## src/rtl/pipe_sequencer_pkg.sv

```systemverilog
// pipe_seq_pkg: sequencer state encoding and default parameters
package pipe_seq_pkg;
  typedef enum logic [2:0] {BOOT = 3'd0, RUN = 3'd1, MCWAIT = 3'd2, DRAIN = 3'd3, HALT = 3'd4} state_e;
  localparam int BOOT_CYCLES_DEF = 4;
  localparam int DRAIN_CYCLES_DEF = 3;
  localparam int MC_TIMEOUT_DEF = 64;
  localparam int CNT_W_DEF = 16;
endpackage

```

## src/rtl/pipe_sequencer_if.sv

```systemverilog
// pipe_sequencer_if: hazard/EX/halt requests in, per-stage enables, bubbles and debug state out
interface pipe_sequencer_if import pipe_seq_pkg::*; #(parameter int CNT_W = CNT_W_DEF);
  logic hz_stall, annul_ds, mc_start, mc_done, halt_req;
  logic pc_le, ifid_le, idex_le, exmem_le, memwb_le;
  logic ifid_nop, idex_nop, exmem_nop;
  logic halted, mc_err;
  logic [2:0] state_o;
  logic [CNT_W-1:0] stall_cnt, annul_cnt, mc_cyc_cnt;
  modport master (
    output hz_stall, annul_ds, mc_start, mc_done, halt_req,
    input  pc_le, ifid_le, idex_le, exmem_le, memwb_le, ifid_nop, idex_nop, exmem_nop,
    input  halted, mc_err, state_o, stall_cnt, annul_cnt, mc_cyc_cnt
  );
  modport slave (
    input  hz_stall, annul_ds, mc_start, mc_done, halt_req,
    output pc_le, ifid_le, idex_le, exmem_le, memwb_le, ifid_nop, idex_nop, exmem_nop,
    output halted, mc_err, state_o, stall_cnt, annul_cnt, mc_cyc_cnt
  );
endinterface

```

## src/rtl/pipe_sequencer_sat_counter.sv

```systemverilog
// sat_counter: event counter that sticks at all-ones instead of wrapping
module sat_counter #(parameter int CNT_W = 16) (
  input  logic             clk,
  input  logic             rst_n,
  input  logic             inc,
  input  logic             clear,
  output logic [CNT_W-1:0] value
);
  logic [CNT_W-1:0] value_q, value_d;
  always_comb value_d = clear ? '0 : (inc && !(&value_q)) ? value_q + 1'b1 : value_q;
  always_ff @(posedge clk or negedge rst_n)
    if (!rst_n) value_q <= '0;
    else value_q <= value_d;
  assign value = value_q;
endmodule

```

## src/rtl/pipe_sequencer.sv

```systemverilog
// pipe_sequencer: per-stage load enables and bubble injects for the five-stage pipeline
module pipe_sequencer import pipe_seq_pkg::*; #(
  parameter int BOOT_CYCLES  = BOOT_CYCLES_DEF,
  parameter int DRAIN_CYCLES = DRAIN_CYCLES_DEF,
  parameter int MC_TIMEOUT   = MC_TIMEOUT_DEF,
  parameter int CNT_W        = CNT_W_DEF
) (
  input logic clk,
  input logic rst_n,
  pipe_sequencer_if.slave sq
);
  localparam int CW = $clog2(BOOT_CYCLES + DRAIN_CYCLES + MC_TIMEOUT + 1);
  state_e state_q, state_d;
  logic [CW-1:0] tmr_q, tmr_d;
  logic mc_err_q, mc_err_d, halted_q, halted_d;
  logic stall_inc, annul_inc, mc_inc, mc_go;
  assign mc_go = sq.mc_start && !sq.mc_done;
  // one timer serves boot, drain and watchdog: it restarts on every state change
  always_comb begin
    state_d = state_q;
    tmr_d = tmr_q + 1'b1;
    mc_err_d = mc_err_q;
    {sq.pc_le, sq.ifid_le, sq.idex_le, sq.exmem_le, sq.memwb_le} = 5'b11111;
    {sq.ifid_nop, sq.idex_nop, sq.exmem_nop} = 3'b000;
    {stall_inc, annul_inc, mc_inc} = 3'b000;
    case (state_q)
      BOOT: begin
        sq.pc_le = 1'b0;
        {sq.ifid_nop, sq.idex_nop, sq.exmem_nop} = 3'b111;
        if (tmr_q == CW'(BOOT_CYCLES - 1)) state_d = RUN;
      end
      RUN, DRAIN: begin
        if (mc_go) begin
          {sq.pc_le, sq.ifid_le, sq.idex_le, sq.exmem_nop} = 4'b0001;
          state_d = MCWAIT;
        end else if (sq.hz_stall) begin
          {sq.pc_le, sq.ifid_le, sq.idex_nop} = 3'b001;
          stall_inc = 1'b1;
          tmr_d = tmr_q;
        end else if (state_q == DRAIN) begin
          {sq.pc_le, sq.ifid_nop} = 2'b01;
          if (tmr_q == CW'(DRAIN_CYCLES - 1)) state_d = HALT;
        end else if (sq.annul_ds) begin
          sq.ifid_nop = 1'b1;
          annul_inc = 1'b1;
        end else if (sq.halt_req) begin
          {sq.pc_le, sq.ifid_nop} = 2'b01;
          state_d = DRAIN;
        end
      end
      MCWAIT: begin
        mc_inc = 1'b1;
        if (sq.mc_done) state_d = RUN;
        else if (tmr_q == CW'(MC_TIMEOUT - 1)) begin
          sq.exmem_nop = 1'b1;
          mc_err_d = 1'b1;
          state_d = RUN;
        end else {sq.pc_le, sq.ifid_le, sq.idex_le, sq.exmem_nop} = 4'b0001;
      end
      HALT: begin
        {sq.pc_le, sq.ifid_le, sq.idex_le, sq.exmem_le, sq.memwb_le} = 5'b00000;
        if (!sq.halt_req) state_d = RUN;
      end
      default: state_d = BOOT;
    endcase
    if (state_d != state_q) tmr_d = '0;
    halted_d = state_d == HALT;
  end
  always_ff @(posedge clk or negedge rst_n)
    if (!rst_n) begin
      state_q <= BOOT;
      tmr_q <= '0;
      mc_err_q <= 1'b0;
      halted_q <= 1'b0;
    end else begin
      state_q <= state_d;
      tmr_q <= tmr_d;
      mc_err_q <= mc_err_d;
      halted_q <= halted_d;
    end
  assign sq.state_o = state_q;
  assign sq.mc_err = mc_err_q;
  assign sq.halted = halted_q;
  sat_counter #(.CNT_W(CNT_W)) u_stall (.clk(clk), .rst_n(rst_n), .inc(stall_inc), .clear(1'b0), .value(sq.stall_cnt));
  sat_counter #(.CNT_W(CNT_W)) u_annul (.clk(clk), .rst_n(rst_n), .inc(annul_inc), .clear(1'b0), .value(sq.annul_cnt));
  sat_counter #(.CNT_W(CNT_W)) u_mc (.clk(clk), .rst_n(rst_n), .inc(mc_inc), .clear(1'b0), .value(sq.mc_cyc_cnt));
endmodule

```

## src/flat_wrapper.sv

```systemverilog
// flat-port wrapper written by rule: the top's interface ports become plain ports
module pipe_sequencer_flat import pipe_seq_pkg::*;
#(
  parameter int BOOT_CYCLES  = BOOT_CYCLES_DEF,
  parameter int DRAIN_CYCLES = DRAIN_CYCLES_DEF,
  parameter int MC_TIMEOUT   = MC_TIMEOUT_DEF,
  parameter int CNT_W        = CNT_W_DEF
)
  (clk, rst_n, sq_hz_stall, sq_annul_ds, sq_mc_start, sq_mc_done, sq_halt_req, sq_pc_le, sq_ifid_le, sq_idex_le, sq_exmem_le, sq_memwb_le, sq_ifid_nop, sq_idex_nop, sq_exmem_nop, sq_halted, sq_mc_err, sq_state_o, sq_stall_cnt, sq_annul_cnt, sq_mc_cyc_cnt);
  pipe_sequencer_if #(.CNT_W(CNT_W)) sq_i ();
  input logic clk;
  input logic rst_n;
  input wire logic [$bits(sq_i.hz_stall)-1:0] sq_hz_stall;
  input wire logic [$bits(sq_i.annul_ds)-1:0] sq_annul_ds;
  input wire logic [$bits(sq_i.mc_start)-1:0] sq_mc_start;
  input wire logic [$bits(sq_i.mc_done)-1:0] sq_mc_done;
  input wire logic [$bits(sq_i.halt_req)-1:0] sq_halt_req;
  output wire logic [$bits(sq_i.pc_le)-1:0] sq_pc_le;
  output wire logic [$bits(sq_i.ifid_le)-1:0] sq_ifid_le;
  output wire logic [$bits(sq_i.idex_le)-1:0] sq_idex_le;
  output wire logic [$bits(sq_i.exmem_le)-1:0] sq_exmem_le;
  output wire logic [$bits(sq_i.memwb_le)-1:0] sq_memwb_le;
  output wire logic [$bits(sq_i.ifid_nop)-1:0] sq_ifid_nop;
  output wire logic [$bits(sq_i.idex_nop)-1:0] sq_idex_nop;
  output wire logic [$bits(sq_i.exmem_nop)-1:0] sq_exmem_nop;
  output wire logic [$bits(sq_i.halted)-1:0] sq_halted;
  output wire logic [$bits(sq_i.mc_err)-1:0] sq_mc_err;
  output wire logic [$bits(sq_i.state_o)-1:0] sq_state_o;
  output wire logic [$bits(sq_i.stall_cnt)-1:0] sq_stall_cnt;
  output wire logic [$bits(sq_i.annul_cnt)-1:0] sq_annul_cnt;
  output wire logic [$bits(sq_i.mc_cyc_cnt)-1:0] sq_mc_cyc_cnt;
  assign sq_i.hz_stall = sq_hz_stall;
  assign sq_i.annul_ds = sq_annul_ds;
  assign sq_i.mc_start = sq_mc_start;
  assign sq_i.mc_done = sq_mc_done;
  assign sq_i.halt_req = sq_halt_req;
  assign sq_pc_le = sq_i.pc_le;
  assign sq_ifid_le = sq_i.ifid_le;
  assign sq_idex_le = sq_i.idex_le;
  assign sq_exmem_le = sq_i.exmem_le;
  assign sq_memwb_le = sq_i.memwb_le;
  assign sq_ifid_nop = sq_i.ifid_nop;
  assign sq_idex_nop = sq_i.idex_nop;
  assign sq_exmem_nop = sq_i.exmem_nop;
  assign sq_halted = sq_i.halted;
  assign sq_mc_err = sq_i.mc_err;
  assign sq_state_o = sq_i.state_o;
  assign sq_stall_cnt = sq_i.stall_cnt;
  assign sq_annul_cnt = sq_i.annul_cnt;
  assign sq_mc_cyc_cnt = sq_i.mc_cyc_cnt;
  pipe_sequencer #(.BOOT_CYCLES(BOOT_CYCLES), .DRAIN_CYCLES(DRAIN_CYCLES), .MC_TIMEOUT(MC_TIMEOUT), .CNT_W(CNT_W)) u_core (.clk(clk), .rst_n(rst_n), .sq(sq_i));
endmodule
```

## config.mk

```make
export PLATFORM = sky130hd
export DESIGN_NAME = pipe_sequencer_flat
export DESIGN_NICKNAME = d
export VERILOG_FILES = /design/src/rtl/pipe_sequencer_pkg.sv /design/src/rtl/pipe_sequencer_if.sv /design/src/rtl/pipe_sequencer_sat_counter.sv /design/src/rtl/pipe_sequencer.sv /design/src/flat_wrapper.sv
export SDC_FILE = /design/constraint.sdc
export NUM_CORES = 1
export LEC_CHECK = 0
export BUFFER_PORTS_ARGS = -buffer_cell sky130_fd_sc_hd__buf_4
export CORE_MARGIN = 2
export CORE_UTILIZATION = 40
export DETAILED_ROUTE_END_ITERATION = 7
export GPL_TIMING_DRIVEN = 0
export PLACE_DENSITY_LB_ADDON = 0.08
export SLEW_MARGIN = 25
export SYNTH_ARGS = -nofsm -noshare
export SYNTH_HDL_FRONTEND = slang
export SYNTH_SLANG_ARGS = --single-unit
```

## constraint.sdc

```tcl
create_clock -name clk -period 4.7 [get_ports clk]
set_input_delay 0.705 -clock clk [delete_from_list [all_inputs] [get_ports clk]]
set_output_delay 0.705 -clock clk [all_outputs]
set_load 0.02 [all_outputs]
```

Word level (Yosys, flattened, before mapping)
Index checks and enable logic that the tools add are counted.

storage, ports and cells
  memory bits (writable) = 0
  ROM bits = 0
  bits in latches = 0
  word-level logic and storage cells = 85
  memories kept = 0
  bits in registers = 60
  output and inout port bits = 61
  input bits = 7

cells by class
  $add $sub $neg = 4
  shift operators = 0
  div/mod/pow operators = 0
  magnitude comparators = 0
  equal/unequal tests = 10
  bitwise operators = 1
  mux-type cells = 48
  reduce and logical (&&, ||, !) cells = 15
  multipliers = 0

operators with widths
  operator                                                                 count
  16-bit by 1-bit adder with 16-bit output, second input constant          3
  16-bit AND reduction                                                     3
  3-bit two-way mux                                                        10
  7-bit two-way mux                                                        4
  1-bit two-way mux                                                        27
  7-bit by 2-bit == test with 1-bit output, second input constant          2
  1-bit case mux with 3 select lines                                       4
  3-bit case mux with 4 select lines                                       1
  7-bit by 1-bit adder with 7-bit output, second input constant            1
  7-bit by 6-bit == test with 1-bit output, second input constant          1
  3-bit by 2-bit == test with 1-bit output, second input constant          2
  3-bit == test, second input constant                                     2
  1-bit logical AND                                                        4
  1-bit logical NOT                                                        4
  4-bit by 2-bit inequality test with 1-bit output, second input constant  1
  1-bit case mux with 2 select lines                                       2
  2-bit OR reduction                                                       2
  3-bit by 1-bit == test with 1-bit output, second input constant          1
  3-bit logical NOT                                                        1
  3-bit inequality test                                                    1
  3-bit AND reduction                                                      1
  1-bit NOT                                                                1

Longest topological paths before layout
Gate-level depths: netlist of run 1.

  depth in word-level cells = 8
  depth in mapped cells = 7
  mapped depth without buffers = 6

Modules after synthesis
Synthesis of run 1 repeated with hierarchy kept, for this count alone.

second synthesis, totals
  cells, all modules = 409
  area, all modules = 3819.9 µm²

by module, submodules not included
  module                             area each (µm²)  times used  sequential area each (µm²)  cells an instance
  sat_counter at u_core.u_annul ...  1003.5           2           400.4                       108
  sat_counter at u_core.u_stall      944.7            1           400.4                       95
  pipe_sequencer                     868.3            1           300.3                       98

Least setup slack after synthesis of run 1
OpenSTA, ideal clock, no wires.

  kind = input -> output
  start = input port sq_mc_start
  end = output port sq_ifid_le
  stages = 4
  data required time = 3.995 ns
  arrival = 1.527 ns
  path buffers = 0
  path slack = 2.468 ns
  path through = nor2b_1 nor2_1 nor3_1 o21ai_0

on the way
  longest elaborated chain between the ends = 3

ends and longest elaborated chain
  item                                line                  RTL
  from (decl)                         flat_wrapper.sv:15    input wire logic [$bits(sq_i.mc_start)-1:0] sq_mc_start;
  1-bit logical AND                   pipe_sequencer.sv:17  assign mc_go = sq.mc_start && !sq.mc_done;
  1-bit two-way mux                   pipe_sequencer.sv:33  if (mc_go) begin
  1-bit case mux with 3 select lines  pipe_sequencer.sv:26  case (state_q)
  to (decl)                           flat_wrapper.sv:19    output wire logic [$bits(sq_i.ifid_le)-1:0] sq_ifid_le;

Every way passes these cells.

Worst setup path after layout of run 1
  start = register u_core.state_q[1], in the netlist u_core.sq.state_o[1]
  end = output port sq_idex_le

on the way
  longest elaborated chain between the ends = 3
  elaborated cells between the ends (all ways) = 6
  those cells by class = eq/ne: 4; mux: 1; reduce/logical: 1

ends and longest elaborated chain
  item                                                                                                  line                  RTL
  from (decl)                                                                                           pipe_sequencer.sv:13  state_e state_q, state_d;
  from (signal assigned)                                                                                pipe_sequencer.sv:76  state_q <= state_d;
  3-bit by 1-bit == test with 1-bit output or 3-bit by 2-bit == test with 1-bit output (tied branches)  pipe_sequencer.sv:26
  2-bit OR reduction                                                                                    pipe_sequencer.sv:26
  1-bit case mux with 3 select lines (*)                                                                pipe_sequencer.sv:26
  to (decl)                                                                                             flat_wrapper.sv:20    output wire logic [$bits(sq_i.idex_le)-1:0] sq_idex_le;

Every way passes the cells marked *; elsewhere a longest branch is shown, timed or not.

==> summary.txt, run 1 <==
Outcome
  • Outcome: completed

Routing
  • Vias: 2465
  • Post-DRT Antenna Nets: 0
  • Routed WL per cell: 13.4 um
  • DR vias/cell: 5.04
  • DR pass1 iterations: 4
  • Overall routed net length: 6.56 mm
  • # DRC: 0
  • Iteration-0 DRC Markers: 94

Synth
  • Synth top area share: 48.4%
  • Post-synth net total: 316
  • Mean Syn Cell Area: 10.2 um2
  • Synthesized flop and latch total: 60
  • Area leader, netlist: dfrtp_1
  • Mapped cell area: 0.00310 mm2
  • Syn. warnings: 0
  • Top cells by area, synth: dfrtp_1, xnor2_1, xor2_1, nand3_1, nor2_1
  • Number of synthesized flops with an enable pin: 0
  • Post-Synthesis Cells: 304
  • Asr flop ratio synth: 100%
  • Register area share after synthesis: 48.4%
  • Synth Flop Type: dfrtp_1
  • Synth cell types: 50

Clock tree
  • Clock sinks: 60
  • Post-CTS sizing: 0
  • CTS H-tree lvls: 3
  • Cts bufs inserted: 9
  • Root buffer cell: clkbuf_8
  • Clk buf depth: 2
  • TritonCTS clock tree: done
  • Postcts setup bufs: 0
  • Clock slew at the register clock pins of the worst setup and hold paths: 70 ps
  • Hold_buf cts: 0
  • Clk_lat worst skew: 330 ps

Setup path
  • Max Fanout on Critical Path: 10
  • Req. time, crit path: 3990 ps
  • CP peak stage delay: 350 ps
  • CP startpoint: u_core.sq.state_o[1]
  • Reg2reg setup slack: 2710 ps
  • Worst setup EP type: output port
  • Cell family with most CP delay: simple AND/OR/NAND/NOR gates
  • Slowest-stage cell, CP: dfrtp_1
  • Worst r2r src: u_core.sq.state_o[1]
  • Crit path buffers/inverters: 2
  • Crit path DAT: 1940 ps
  • CP Class: reg2out
  • Critical path, cell by cell: buf_2 -> nand2b_1 -> or2_2 -> a2bb2oi_1 -> nor2_1 -> nor2_1 -> buf_4
  • Critical path's most frequent cell: nor2_1
  • CP startpoint kind: flip-flop

Finish
  • Share of post-route cells with drive strength above 1: 27.6%
  • Layout net count: 394
  • Register Area: 0.00150 mm2
  • Area Overhead vs Synth: 26.9%
  • Antenna fix cells: 0
  • Fillers: 733
  • Area of the multi-input gates: 0.00153 mm2

Global routing
  • GRT Residual Overflow: 0
  • Largest net degree at the start of global routing: 61
  • First-pass GRT wire length: 11.4 mm
  • GRT Overall Usage: 16.7%
  • Number of global-route vias before repair: 2456
  • Initial antenna violation count: 0

STA
  • Setup-failing EPs final: 0
  • Clock skew: 9.71 ps
  • Hold Vio Cnt, Final: 0
  • Fin crit share: 56.2%
  • Post-route minimum period: 2640 ps
  • Final Max Tran Viols: 0
  • Slew @ Worst Pin: 766 ps
  • Max_slew headroom: 49.0%
  • Final worst slack: 2060 ps
  • RSZ-0062 raised after global routing: false
  • Max Freq: 379 MHz
  • TNS Setup: 0 ps

Floorplan
  • Number of cell rows: 32
  • Area of the core: 0.00761 mm2
  • Die Wd: 92.0 um
  • Die height: 92.0 um
  • Num ports: 68
  • Starting Density: 40.8%
  • Full die area: 0.00847 mm2

Place
  • DP Worst Slack: 2270 ps
  • GP Congestion: 0.828
  • HPWL Detailed: 4.69 mm
  • IO Port Bufs: 67

Power and ir drop
  • Reg power frac: 39.0%
  • Gate power share: 34.5%
  • Sw Ratio: 36.6%
  • Internal power: 1.14 mW
  • Leakage dissipation: 1.86 nW
  • Pwr per Cell Area: 457 mW/mm2
  • Total power: 1.80 mW
  • VDD IR max: 0.252 mV
  • Clk pwr share: 26.6%
  • Switch Pwr: 0.658 mW

Flow run
  • MaxCap Viol Count: 0

Worst hold path
  • Hold Crit Class: in2async
-- cells by family (layout without fill, tap and decap cells) --
| logic type | Yosys count | in the layout | share of synthesized area, % |
|---|---|---|---|
| adder cells (fa/ha/maj) | 5 | 5 | 2.02 |
| AND/OR/NAND/NOR | 143 | 143 | 25.1 |
| AO/OA/AOI/OAI | 30 | 30 | 7.26 |
| buffers and inverters | 15 | 98 | 2.34 |
| XOR/XNOR | 44 | 44 | 12.4 |
| multiplexers | 7 | 7 | 2.42 |
| flip-flops | 60 | 60 | 48.4 |
-- flip-flops by register name, summed over array words and instances (netlist names) --
name	flops
u_core.sq.state_o	3
u_core.sq.mc_err	1
u_core.u_stall.value	16
u_core.u_annul.value	16
u_core.tmr_q	7
u_core.sq.halted	1
u_core.u_mc.value	16
-- Yosys cell counts (3+ instances only) --
cell type  instances
and3_1            13
nand2b_1           5
ha_1               5
xor2_1            14
mux2_2             3
o21ai_0            6
nor2_1            30
or3_1              4
mux2i_1            3
nor2b_1            3
a21oi_1            5
nand3_1           24
nor3_1            10
dfrtp_1           60
nand4_1           10
or2_2              3
xnor2_1           30
nand2_1           23
inv_1              8
and4_1             4
buf_2              4
-- power groups by stage --
stage / clock (mW) / sequential [mW] / combinational [mW]
final: 0.478 / 0.701 / 0.620
after global placement: 0 / 0.708 / 0.617
after CTS: 0.489 / 0.701 / 0.629
after global routing: 0.508 / 0.718 / 0.690
after detailed placement: 0 / 0.709 / 0.626
after floorplan: 0 / 0.768 / 0.327
-- worst reg2reg max path: cells and delay by family (launching register included) --
| family | cells | cell delay, ps |
|---|---|---|
| xor gates and xnor gates | 1 | 150 |
| and+or+nand+nor | 3 | 700 |
| DFF | 1 | 350 |
| AOI/OAI and AO/OA | 1 | 460 |
| buffers and inverters | 1 | 220 |
-- path summary, 6_finish.rpt --
path / end / depth (start not counted)
worst max-delay path: sq_idex_le / 7
worst min-delay path: u_core.sq.halted / 1
worst max register to register: u_core.u_mc.value[10] / 6
worst min register to register: u_core.u_annul.value[14] / 1
max in group asynchronous: u_core.sq.state_o[0] / 1
min in group clk: u_core.u_annul.value[14] / 1
-- routing by layer --
layer	track usage [%]	vias to the layer above	part of all wire, %	wire length (um)
met5	0	-	0	0
met4	7.59	0	1.6	107
met3	3.53	9	4.5	296
met2	25.7	51	45	2930
met1	22.5	1173	49	3220
li1	-	1232	-	-
-- final cells by class --
class / instances / area share, %
tap: 102 / 3.24
inverter: 8 / 0.763
multi-input combinational: 229 / 38.8
sequential: 60 / 38.2
clock buffer: 12 / 3.94
timing repair buffer: 67 / 12.8
clock inverter: 4 / 1.21
buffer: 7 / 1.08
-- cells in the final DEF, fill, tap and decap left out, types with 6 or more instances in the layout --
cell      netlist  final
inv_1           8      8
nor2_1         30     30
o21ai_0         6      6
dfrtp_1        60     60
nand4_1        10     10
and3_1         13     13
xor2_1         14     14
buf_4           1     68
nand2_1        23     23
clkbuf_8        0     11
nand3_1        24     24
xnor2_1        30     30
nor3_1         10     10
-- through the flow --
step | std cells | hold slack, ps | util, % | instance area (um2)
after floorplan | 304 | 409 | - | 3100
after global placement | 473 | 473 | 49.0 | 3730
after detailed placement | 473 | 486 | 49.0 | 3730
after CTS | 489 | 470 | 51.7 | 3930
after global routing | 489 | 507 | 51.7 | 3930
final | 489 | 427 | 51.7 | 3930
Power figures use the tool's default switching activity.
==> inputs of run 2 (changes only) <==
--- a/config.mk
+++ b/config.mk
@@ -5,6 +5,7 @@
 export SDC_FILE = /design/constraint.sdc
 export NUM_CORES = 1
 export LEC_CHECK = 0
+export ABC_AREA = 1
 export BUFFER_PORTS_ARGS = -buffer_cell sky130_fd_sc_hd__buf_4
 export CORE_MARGIN = 2
 export CORE_UTILIZATION = 40
==> constraint.sdc (replaced) <==
create_clock -name clk -period 2.42 [get_ports clk]
set_input_delay 0.363 -clock clk [delete_from_list [all_inputs] [get_ports clk]]
set_output_delay 0.363 -clock clk [all_outputs]
set_load 0.02 [all_outputs]
==> run 2 against run 1 <==
Compared with the run above: area after synthesis grew 17%; die area grew 16%; sequential power grew 110%; non-clock buffer count shrank 1; via count grew 29%; critical path depth grew 3; final area grew 13%; hold slack lost 340 ps; worst setup slack lost 1800 ps; wire length grew 25%; largest power group is now combinational logic; clock-buffer cell count shrank 1.
==> summary.txt, run 2 <==
Clock tree
  • Cts bufs inserted: 9 (unchanged)
  • Root buffer cell: clkbuf_8
  • TritonCTS clock tree: done
  • Clock slew at the register clock pins of the worst setup and hold paths: 70 ps (about the same)
  • Hold_buf cts: 0 (unchanged)
  • Clock sinks: 60 (unchanged)
  • Postcts setup bufs: 0 (unchanged)
  • CTS H-tree lvls: 3 (unchanged)
  • Clk_lat worst skew: 340 ps (about the same)
  • Clk buf depth: 2 (unchanged)
  • Post-CTS sizing: 0 (unchanged)

Global routing
  • GRT busiest layer: met2
  • GRT met1 Usage: 23.0% (+0.44 points)
  • Met2 usage: 28.0% (+2.3 points)
  • First-pass GRT wire length: 13.8 mm (+21%)
  • Initial antenna violation count: 0 (unchanged)
  • GRT Residual Overflow: 0 (unchanged)
  • Largest net degree at the start of global routing: 61 (unchanged)
  • Number of global-route vias before repair: 2920 (+19%)
  • GRT Overall Usage: 17.2% (+0.53 points)
  • Met3 usage: 2.67% (-0.86 points)

Worst hold path
  • Hold Crit Class: in2async

Floorplan
  • Starting Density: 41.4% (+0.65 points)
  • Die Wd: 99.2 um (+7.8%)
  • Num ports: 68 (unchanged)
  • Area of the core: 0.00876 mm2 (+15%)
  • Number of cell rows: 34 (+6.3%)
  • Die height: 99.2 um (+7.8%)
  • Full die area: 0.00985 mm2 (+16%)

Routing
  • Overall routed net length: 8.22 mm (+25%)
  • DR vias/cell: 4.83 (-4.3%)
  • # DRC: 0 (unchanged)
  • Routed WL per cell: 12.4 um (-7.3%)
  • Iteration-0 DRC Markers: 118 (+26%)
  • Post-DRT Antenna Nets: 0 (unchanged)
  • Vias: 3190 (+29%)
  • DR pass1 iterations: 6 (+2)

Setup path
  • CP Class: reg2out
  • Max Fanout on Critical Path: 4 (-6)
  • Crit path DAT: 1830 ps (-110 ps)
  • FF-to-FF path depth: 8 (+2)
  • Worst setup EP type: output port
  • CP startpoint kind: flip-flop
  • Req. time, crit path: 2060 ps (-1930 ps)

Synth
  • Post-synth net total: 483 (+53%)
  • Synthesized flop and latch total: 60 (unchanged)
  • Number of synthesized flops with an enable pin: 0 (unchanged)
  • Synth top area share: 41.4% (-7.0 points)
  • Post-synth top cells: nand2_1, dfrtp_1, nor2_1, inv_1, xor2_1
  • Asr flop ratio synth: 100% (unchanged)
  • Post-Synthesis Cells: 471 (+55%)
  • Mapped cell area: 0.00363 mm2 (+17%)
  • Syn. warnings: 0 (unchanged)
  • Synth Flop Type: dfrtp_1
  • Area leader, netlist: dfrtp_1
  • Mean Syn Cell Area: 7.70 um2 (-24%)
  • Synth cell types: 32 (-36%)
  • Top cells by area, synth: dfrtp_1, nand2_1, xor2_1, nor2_1, inv_1
  • Top-count cell post-synth: nand2_1
  • Register area share after synthesis: 41.4% (-7.0 points)

STA
  • Post-route minimum period: 2200 ps
  • TNS Setup: 0 ps (unchanged)
  • Fin crit share: 90.8%
  • RSZ-0062 raised after global routing: false
  • Worst hold slack: 82.3 ps (-344 ps)
  • Final Max Tran Viols: 0 (unchanged)
  • Hold Vio Cnt, Final: 0 (unchanged)
  • Final worst slack: 223 ps (-1840 ps)
  • Max_slew headroom: 48.7% (-0.25 points)
  • Slew @ Worst Pin: 769 ps (+3.76 ps)
  • Setup-failing EPs final: 0 (unchanged)
  • Clock skew: 9.59 ps (-0.126 ps)
  • Max Freq: 455 MHz

Finish
  • Final Core Density: 50.9% (-0.81 points)
  • Post-Layout Cell Count: 661 (+35%)
  • Commonest non-fill, non-tap cells in the layout: nand2_1, buf_4, dfrtp_1, inv_1, nor2_1
  • Most common cell after layout, fill and taps aside: nand2_1
  • Share of post-route cells with drive strength above 1: 21.7% (-5.9 points)
  • Layout net count: 561 (+42%)
  • Area Overhead vs Synth: 22.9%
  • Cell area after layout: 0.00446 mm2 (+13%)
  • Antenna fix cells: 0 (unchanged)
  • Fillers: 858 (+17%)

Power and ir drop
  • Gate power share: 41.7% (+7.2 points)
  • VDD IR max: 0.488 mV (+94%)
  • Leakage dissipation: 2.13 nW (+14%)
  • Internal power: 2.36 mW (+110%)
  • Pwr per Cell Area: 913 mW/mm2 (+100%)
  • Sw Ratio: 42.1% (+5.6 points)
  • Total power: 4.07 mW (+130%)
  • Reg power frac: 36.4% (-2.6 points)
  • Switch Pwr: 1.72 mW (+160%)
  • Clk pwr share: 21.9% (-4.7 points)

Place
  • HPWL Detailed: 6.19 mm (+32%)
  • GP Congestion: 0.814 (-1.7%)
  • Placed Cells incl. Taps: 646 (+37%)
  • Placed cell areas: 0.00427 mm2 (+14%)
  • DP Worst Slack: 556 ps (-1720 ps)
  • IO Port Bufs: 67 (unchanged)

Flow run
  • MaxCap Viol Count: 0 (unchanged)

Outcome
  • Outcome: completed
## run 2: cell families (layout without fill, tap and decap cells)
logic type	after synthesis	in the layout	share of synthesized area [%]
AOI/OAI and AO/OA	28	28	4.86
DFF	60	60	41.4
and+or+nand+nor	266	266	32.5
xor gates and xnor gates	49	49	11.8
buffers and inverters	63	145	7.72
adders and majority gates	5	5	1.72
## run 2: final timing paths
check | start | endpoint | slack (ps)
setup / recovery | u_core.tmr_q[0] | sq_idex_le | 220
hold / removal | rst_n | u_core.u_stall.value[9] | 80
setup reg to reg | u_core.u_mc.value[0] | u_core.u_mc.value[10] | 680
hold reg to reg | u_core.sq.mc_err | u_core.sq.mc_err | 480
max in group asynchronous | rst_n | u_core.tmr_q[6] | 1790
min in group clk | sq_halt_req | u_core.sq.state_o[2] | 320
## run 2: final cells by class
| class | count | area (um2) | share of cell area, % |
|---|---|---|---|
| plain buffers | 6 | 61.3 | 1.37 |
| inverters | 57 | 219 | 4.91 |
| flip-flops and latches | 60 | 1500 | 33.7 |
| clock buffers | 11 | 141 | 3.17 |
| well taps | 108 | 135 | 3.03 |
| multi-input cells | 348 | 1850 | 41.5 |
| repair buffers | 67 | 503 | 11.3 |
| clock inverters | 4 | 50.0 | 1.12 |
## run 2: critical path: stages, from the launching register on
cell and delay, ps:
dfrtp_1 420, ha_1 250, nand2_1 120, nor2_2 60, nand2_1 90, nand2_1 80
nand2_2 100, nand2_1 60, nor2_1 110, nand2_1 70, buf_4 150
## run 2: layer usage
metal  share of wire, %  up-vias
li1                   -     1633
met1                 47     1473
met2                 48       72
met3                3.6       12
met4                1.8        0
met5                  0        -
## run 2: power by group through the flow
stage	logic [mW]	clock network [mW]	registers, mW
after global routing	1.88	0.961	1.52
after global placement	1.69	0	1.50
final	1.70	0.892	1.48
after detailed placement	1.72	0	1.50
after floorplan	0.878	0	1.67
after CTS	1.72	0.925	1.48
